**src/rtl/m68k_bus_pkg.sv**
```systemverilog
// Shared types and constants for the 68000-style asynchronous bus master.
// Used by m68k_bus_master and m68k_sync2.
package m68k_bus_pkg;

  localparam int unsigned ADDR_W             = 20;
  localparam int unsigned DATA_W             = 8;
  localparam int unsigned FC_W               = 3;
  localparam int unsigned DEF_TIMEOUT_CYCLES = 255;

  // Function code of an interrupt-acknowledge cycle, normally answered by _vpa.
  localparam logic [FC_W-1:0] FC_INTACK = 3'b111;

  typedef enum logic [2:0] {
    IDLE,
    ADDR,
    STRB,
    WDS,
    WAIT,
    TERM,
    RECOV
  } state_e;

  typedef struct packed {
    logic              rw;
    logic [ADDR_W-1:0] addr;
    logic [DATA_W-1:0] wdata;
    logic [FC_W-1:0]   fc;
  } bus_req_t;

endpackage

```
**src/rtl/m68k_sync2.sv**
```systemverilog
// Two-flop synchronizer for an asynchronous active-low bus input.
// Resets to 1 so a strobe-style input reads as deasserted out of reset.
module m68k_sync2 (
  input  logic clk,
  input  logic rst_n,
  input  logic d,
  output logic q
);

  logic meta;

  always_ff @(posedge clk or negedge rst_n) begin
    if (!rst_n) begin
      meta <= 1'b1;
      q    <= 1'b1;
    end else begin
      meta <= d;
      q    <= meta;
    end
  end

endmodule

```
**src/rtl/m68k_bus_master.sv**
```systemverilog
// 68000-style asynchronous bus master: one byte read or write per request.
// Define BUS_TIMEOUT_EN to add a WAIT-state timeout and _berr termination.
module m68k_bus_master
  import m68k_bus_pkg::*;
#(
  parameter int unsigned TIMEOUT_CYCLES = DEF_TIMEOUT_CYCLES
) (
  input  logic              clk,
  input  logic              _reset,
  input  logic              req,
  input  logic              req_rw,
  input  logic [ADDR_W-1:0] req_addr,
  input  logic [DATA_W-1:0] req_wdata,
  input  logic [FC_W-1:0]   req_fc,
  output logic              busy,
  output logic              ack,
  output logic              err,
  output logic              avec,
  output logic [DATA_W-1:0] rdata,
  output logic [ADDR_W-1:0] addr,
  output logic [FC_W-1:0]   fc,
  output logic              rw,
  output logic              _as,
  output logic              _ds,
  output logic [DATA_W-1:0] da_out,
  output logic              da_oe,
  input  logic [DATA_W-1:0] da_in,
  input  logic              _dtack,
  input  logic              _vpa,
  input  logic              _berr
);

  // A zero timeout would fault every cycle before any slave could answer.
  if (TIMEOUT_CYCLES == 0) begin : g_bad_timeout
    $error("m68k_bus_master: TIMEOUT_CYCLES must be nonzero");
  end

  logic s_dtack, s_vpa, s_berr;

  m68k_sync2 u_sync_dtack (.clk(clk), .rst_n(_reset), .d(_dtack), .q(s_dtack));
  m68k_sync2 u_sync_vpa   (.clk(clk), .rst_n(_reset), .d(_vpa),   .q(s_vpa));
  m68k_sync2 u_sync_berr  (.clk(clk), .rst_n(_reset), .d(_berr),  .q(s_berr));

  state_e   state, state_next;
  bus_req_t lat, lat_next;

  logic term_fault, term_avec, term_data;
  logic busy_d, ack_d, err_d, avec_d, rw_d, as_d, ds_d, da_oe_d;
  logic [DATA_W-1:0] rdata_d;

`ifdef BUS_TIMEOUT_EN
  localparam int unsigned CNT_W = $clog2(TIMEOUT_CYCLES + 1);

  logic [CNT_W-1:0] wait_cnt;
  logic             timeout_hit;

  // Counts WAIT cycles; cleared whenever the FSM is elsewhere.
  always_ff @(posedge clk or negedge _reset) begin
    if (!_reset) begin
      wait_cnt <= '0;
    end else if (state != WAIT) begin
      wait_cnt <= '0;
    end else begin
      wait_cnt <= wait_cnt + CNT_W'(1);
    end
  end

  assign timeout_hit = (wait_cnt == CNT_W'(TIMEOUT_CYCLES - 1));
`else
  logic unused_berr;
  assign unused_berr = s_berr;
`endif

  // Next state, request latch and termination cause.
  always_comb begin
    state_next = state;
    lat_next   = lat;
    term_fault = 1'b0;
    term_avec  = 1'b0;
    term_data  = 1'b0;

    unique case (state)
      IDLE: begin
        if (req) begin
          lat_next   = '{rw: req_rw, addr: req_addr, wdata: req_wdata, fc: req_fc};
          state_next = ADDR;
        end
      end
      ADDR:  state_next = STRB;
      STRB:  state_next = lat.rw ? WAIT : WDS;
      WDS:   state_next = WAIT;
      WAIT: begin
        if (!s_dtack) begin
          state_next = TERM;
          term_data  = lat.rw;
        end else if (!s_vpa) begin
          state_next = TERM;
          term_avec  = 1'b1;
        end
`ifdef BUS_TIMEOUT_EN
        else if (timeout_hit) begin
          state_next = TERM;
          term_fault = 1'b1;
        end
        // Bus error overrides any simultaneous _dtack or _vpa.
        if (!s_berr) begin
          state_next = TERM;
          term_fault = 1'b1;
          term_avec  = 1'b0;
          term_data  = 1'b0;
        end
`endif
      end
      TERM:    state_next = RECOV;
      RECOV:   state_next = IDLE;
      default: state_next = IDLE;
    endcase
  end

  // Output values for the coming cycle, decoded from the next state.
  always_comb begin
    busy_d  = (state_next != IDLE);
    ack_d   = (state_next == TERM);
    err_d   = ack_d & term_fault;
    avec_d  = ack_d & term_avec;
    as_d    = !(state_next inside {STRB, WDS, WAIT});
    ds_d    = !((state_next inside {WDS, WAIT}) || (state_next == STRB && lat_next.rw));
    rw_d    = (state_next == IDLE) ? 1'b1 : lat_next.rw;
    da_oe_d = !lat_next.rw && (state_next inside {ADDR, STRB, WDS, WAIT, TERM});
    rdata_d = rdata;
    if (ack_d && term_data) begin
      rdata_d = da_in;
    end else if (ack_d && term_avec && lat.rw) begin
      rdata_d = '1;
    end
  end

  // State and registered outputs; async reset releases strobes at once.
  always_ff @(posedge clk or negedge _reset) begin
    if (!_reset) begin
      state  <= IDLE;
      lat    <= '0;
      busy   <= 1'b0;
      ack    <= 1'b0;
      err    <= 1'b0;
      avec   <= 1'b0;
      rdata  <= '0;
      addr   <= '0;
      fc     <= '0;
      rw     <= 1'b1;
      _as    <= 1'b1;
      _ds    <= 1'b1;
      da_out <= '0;
      da_oe  <= 1'b0;
    end else begin
      state  <= state_next;
      lat    <= lat_next;
      busy   <= busy_d;
      ack    <= ack_d;
      err    <= err_d;
      avec   <= avec_d;
      rdata  <= rdata_d;
      addr   <= lat_next.addr;
      fc     <= lat_next.fc;
      rw     <= rw_d;
      _as    <= as_d;
      _ds    <= ds_d;
      da_out <= lat_next.wdata;
      da_oe  <= da_oe_d;
    end
  end

endmodule

```
**config.mk**
```make
export PLATFORM = sky130hd
export DESIGN_NAME = m68k_bus_master
export DESIGN_NICKNAME = d
export VERILOG_FILES = /design/src/rtl/m68k_bus_pkg.sv /design/src/rtl/m68k_sync2.sv /design/src/rtl/m68k_bus_master.sv
export SDC_FILE = /design/constraint.sdc
export NUM_CORES = 1
export LEC_CHECK = 0
export ABC_AREA = 1
export CAP_MARGIN = 10
export CELL_PAD_IN_SITES_DETAIL_PLACEMENT = 0
export CELL_PAD_IN_SITES_GLOBAL_PLACEMENT = 1
export CORE_AREA = 2 2 93 95
export DETAILED_ROUTE_END_ITERATION = 8
export DIE_AREA = 0 0 95 97
export GPL_ROUTABILITY_DRIVEN = 0
export PLACE_DENSITY_LB_ADDON = 0.1
export REMOVE_ABC_BUFFERS = 1
export SYNTH_ARGS = -nofsm -noshare
export SYNTH_HDL_FRONTEND = slang
export SYNTH_SLANG_ARGS = --single-unit
```
**constraint.sdc**
```tcl
create_clock -name clk -period 1.3 [get_ports clk]
set_clock_uncertainty 0.1 [all_clocks]
set_input_delay 0.26 -clock clk [delete_from_list [all_inputs] [get_ports clk]]
set_output_delay 0.26 -clock clk [all_outputs]
set_load 0.05 [all_outputs]
```
* After elaboration in Yosys (flattened, before gate mapping)
Cells that the tools add are included.
** Operators by class
- Eq/ne operators :: 10
- Muxes and demuxes :: 15
- Bitwise gates (word level) :: 1
- Reductions and logical operators :: 17
** Operator list (number)
- 32-bit two-way mux :: 2
- 3-bit case mux with 6 select lines :: 1
- 8-bit two-way mux :: 2
- 3-bit by 2-bit equality test with 1-bit output (second input constant) :: 4
- 3-bit equality test (second input constant) :: 4
- 3-bit two-way mux :: 4
- 3-bit by 1-bit equality test with 1-bit output (second input constant) :: 2
- 3-bit zero test :: 2
- 1-bit two-way mux :: 6
- 3-bit nonzero test :: 2
- 1-bit logical AND :: 5
- 5-bit nonzero test :: 1
- 2-bit nonzero test :: 2
- 1-bit zero test :: 3
- 2-bit AND reduction :: 1
- 1-bit bitwise AND :: 1
- 1-bit logical OR :: 1
** Storage, ports and cells
- Register bits :: 54
- Input bits :: 46

* Depth between registers and ports, before layout
- Depth after elaboration :: 8
- Depth in mapped cells :: 8
- Gate-level depth less buffers :: 8

* Hierarchy
A second synthesis with hierarchy kept.
** Second synthesis, totals
- Cells, all modules :: 192
- Area total of the unflattened synthesis :: 2414.8 um^2
** By module, submodules not included
- m68k_bus_master :: instances 1, cells an instance 188, area each 2309.7 um^2, seq. area each 1255.0 um^2
- m68k_sync2 :: instances 2, cells an instance 2, area each 52.6 um^2, seq. area each 52.6 um^2

* Worst setup path after synthesis
OpenSTA, ideal clock, no wires.
- Kind :: register -> register
- From :: reg state[2]
- To :: reg lat[10] (netlist bit)
- Library setup time :: 125 ps
- Data arrival time :: 1122 ps
- Required time :: 1075 ps
- Setup slack :: -47 ps
- Cell stages (with the launch flop) :: 5
- Path buffers :: 1
- Period minus slack after synthesis :: 1347 ps
- Cells stage by stage :: dfrtp_1 -> nor2_2 -> nand2_4 -> buf_6 -> mux2_4
** On the way
- Word-level cells in the longest chain between the ends :: 2
** RTL lines
- start: declaration :: RTL line m68k_bus_master.sv:44 : state_e state, state_next;
- start signal: assignment :: RTL line m68k_bus_master.sv:156 : state <= state_next;
- 3-bit zero test :: RTL line m68k_bus_master.sv:82 : unique case (state)
- 2-bit AND reduction (no line)
- end signal: assignment :: RTL line m68k_bus_master.sv:157 : lat <= lat_next;
- end: declaration :: RTL line m68k_bus_master.sv:45 : bus_req_t lat, lat_next;
Every way passes these cells.
A chain may end at the register's enable or synchronous reset.

* Worst setup path after layout
- From :: reg state[0]
- To :: reg lat[22] (netlist bit)
The elaborated chain is that of the path after synthesis.

==> qor.yml <==
synthesis:
  yosys_warnings: 0
  ys_seq_area_share_pct: 56.2
  postSynthCellCount: 193
  synth_seq_cells: 54
  synth.avg_cell_area_um2: 12.5
  syn-cell-area_um2: 2420
  netlist-cell-type-count: 19
grt:
  top_usage_layer: "met2"
  grt_start_max_net_pins: 55
  grt_pass1_vias: 1609
  overflow: 0
  grt_use_met1_pct: 14.3
  grt_pass1_wl_um: 8000
  antenna_found_initial: 0
  grt.total_usage_pct: 11.1
  met3_usage_pct: 4.13
  grt_use_met2_pct: 17.1
detailed_routing:
  drt_iter0_drc: 13
  first_pass_iters: 3
  vias: 1533
  vias_per_cell: 3.97
  routed_wl_um: 5030
  wl_per_cell_um: 13.0
  ant_nets: 0
  drc_errors: 0
final_layout:
  final_common_cell: "buf_12"
  multi_input_area_um2: 754
  fin_util_pct: 49.9
  drive_above_1_share_pct: 49.1
  layout_common_cells: "49 x buf_12, 47 x dfrtp_1, 43 x clkdlybuf4s50_1"
  n_antenna_cell: 0
  area_delta_synth_final_pct: 67.6
  stdcell_count: 386
  n_fill_cell: 728
  nets: 326
  final_cell_area_um2: 4060
  seq_area_um2: 1360
worst_hold_path:
  min_path_type: "reg2reg"
  hold_end: "u_sync_vpa.q"
  worstHoldPathCells: 0
  min-delay-start: "u_sync_vpa.meta"
timing:
  fin_crit_sh_pct: 107
  tns_ns: -3.07
  clock.fmax_mhz: 716
  layout_min_cycle_time_ns: 1.40
  rsz0062_at_grt: "yes"
  hold_viol_final: 0
  fin_ws_ns: -0.0971
  slew_violations: 0
  setup_viol: 46
setup_path:
  worst_ep_required_time_ns: 1.40
  rr_worst_depth: 4
  end_kind: "flop"
  reg2reg_from: "state[0]"
  r2r_setup_slack_ns: -0.1
  arrival_ns: 1.50
  critical_path_class: "reg2reg"
  critPathMaxFanout: 10
  startpoint_type: "flop"
  r2r_end: "lat[22]"
die:
  core_area_um2: 8130
  initial_utilization_pct: 29.7
  fp.dieH_um: 97
  fp.dieArea_um2: 9220
  core.rowCount: 33
  dieWidth_um: 95
  pin_count: 93
power:
  clkPwrFrac_pct: 8.8
  powerDensity_nw_per_um2: 3120
  power.total_mw: 12.7
  ir_drop_v: 0.00144
  p_int_mw: 7.44
  combPwrFrac_pct: 65.0
  leakagePower_nw: 1.97
  switchingPower_mw: 5.21
  pwr-share-seq_pct: 26.2
  power_switching_share_pct: 41.2
clock_network:
  cts-root-buf: "clkbuf_8"
  cts_tree: "yes"
  cts_buffer_depth: 2
  clock-sinks: 54
  cts.clk_slew.worst_paths_ns: 0.10
  htreeDepth: 2
  numCtsBuffers: 5
  insertion_delay_ns: 0.30
placed_design:
  io_buffers: 90
  dpl.hpwl_um: 3590
  place_area_um2: 3780
  dp_cells: 368
status:
  status: "complete, but fails checks"
  violations: "setup timing"
job:
  drv_cap: 0
==> per-stage QoR <==
stage,setup WS [ns],hold WS [ns]
2_1_floorplan,-0.222,-0.136
3_3_place_gp,-0.409,0.186
3_5_place_dp,-0.420,0.190
4_1_cts,-0.0948,0.247
5_1_grt,-0.155,0.233
6_report,-0.0971,0.260
==> sequential cells by signal, indices dropped and copies added, names as in the netlist <==
signal and count:
_as 1, _ds 1, ack 1, avec 1, busy 1, da_oe 1, lat 32, rdata 8
rw 1, state 3, u_sync_dtack.meta 1, u_sync_dtack.q 1, u_sync_vpa.meta 1, u_sync_vpa.q 1
==> cells in the mapped netlist <==
master | number | share of area [%]
a21oi_1 | 9 | 1.9
buf_4 | 32 | 9.9
buf_6 | 3 | 1.4
conb_1 | 1 | 0.15
dfrtp_1 | 47 | 49
dfstp_2 | 7 | 7.6
inv_1 | 23 | 3.6
mux2_2 | 1 | 0.47
mux2_4 | 30 | 19
nand2_1 | 11 | 1.7
nand2_2 | 2 | 0.52
nand2_4 | 1 | 0.47
nand3_1 | 2 | 0.41
nand3_2 | 1 | 0.41
nor2_1 | 17 | 2.6
nor2_2 | 3 | 0.78
nor2_4 | 1 | 0.47
nor3_1 | 1 | 0.21
o21ai_1 | 1 | 0.21
==> critical path, stage by stage (launching register included) <==
cell and delay, ns:
dfrtp_1 0.42, nor2_4 0.17, nand2_4 0.12, clkbuf_16 0.20, mux2_4 0.30
==> worst max-delay path by stage <==
| stage | startpoint | endpoint | slack, ns | depth (start not counted) |
|---|---|---|---|---|
| 3_5_place_dp | req | lat[22] | -0.42 | 6 |
| 2_1_floorplan | state[2] | da_oe | -0.22 | 7 |
| 4_1_cts | state[1] | da_oe | -0.09 | 9 |
| 3_3_place_gp | req | lat[30] | -0.41 | 6 |
| 6_report | state[0] | lat[22] | -0.1 | 4 |
| 5_1_grt | state[1] | da_oe | -0.16 | 9 |
==> power groups by stage <==
stage | combinational [mW] | clock [mW] | sequential, mW
final | 8.23 | 1.11 | 3.31
after global routing | 8.59 | 1.24 | 3.43
after CTS | 7.91 | 1.17 | 3.32
after detailed placement | 7.84 | 0 | 3.33
after global placement | 7.80 | 0 | 3.34
after floorplan | 1.62 | 0 | 5.41
==> cell families after synthesis <==
group                  share of synthesized area [%]
AOI/OAI and AO/OA                               2.07
buffers and inverters                           14.9
DFF                                             56.2
muxes                                           19.1
other                                          0.155
and+or+nand+nor                                 7.60
==> timing repair <==
| action | 4_1_cts | 5_1_grt |
|---|---|---|
| pin swaps | 2 | 9 |
| setup buffers | 0 | 8 |
| gates resized for setup | 7 | 15 |
| hold buffers | 1 | 0 |
| endpoints found under the setup margin | 48 | 58 |
| cloned | 0 | 1 |
| hold endpoints to repair | 47 | 0 |
==> per-layer routing <==
layer / share of wire [%] / routed length, µm / vias to the layer above
met3: 7.6 / 380 / 6
met2: 46 / 2320 / 58
li1: - / - / 746
met1: 45 / 2290 / 723
met5: 0 / 0 / -
met4: 0.76 / 38 / 0
==> area by class of cell <==
cell class,instances,share of cell area [%]
well taps,105,3.24
inverters,23,2.19
repair buffers,115,39.8
flip-flops and latches,54,33.5
multi-input cells,81,18.6
clock buffers,5,1.70
clock inverters,3,0.987
(Power assumes the default switching activity.)
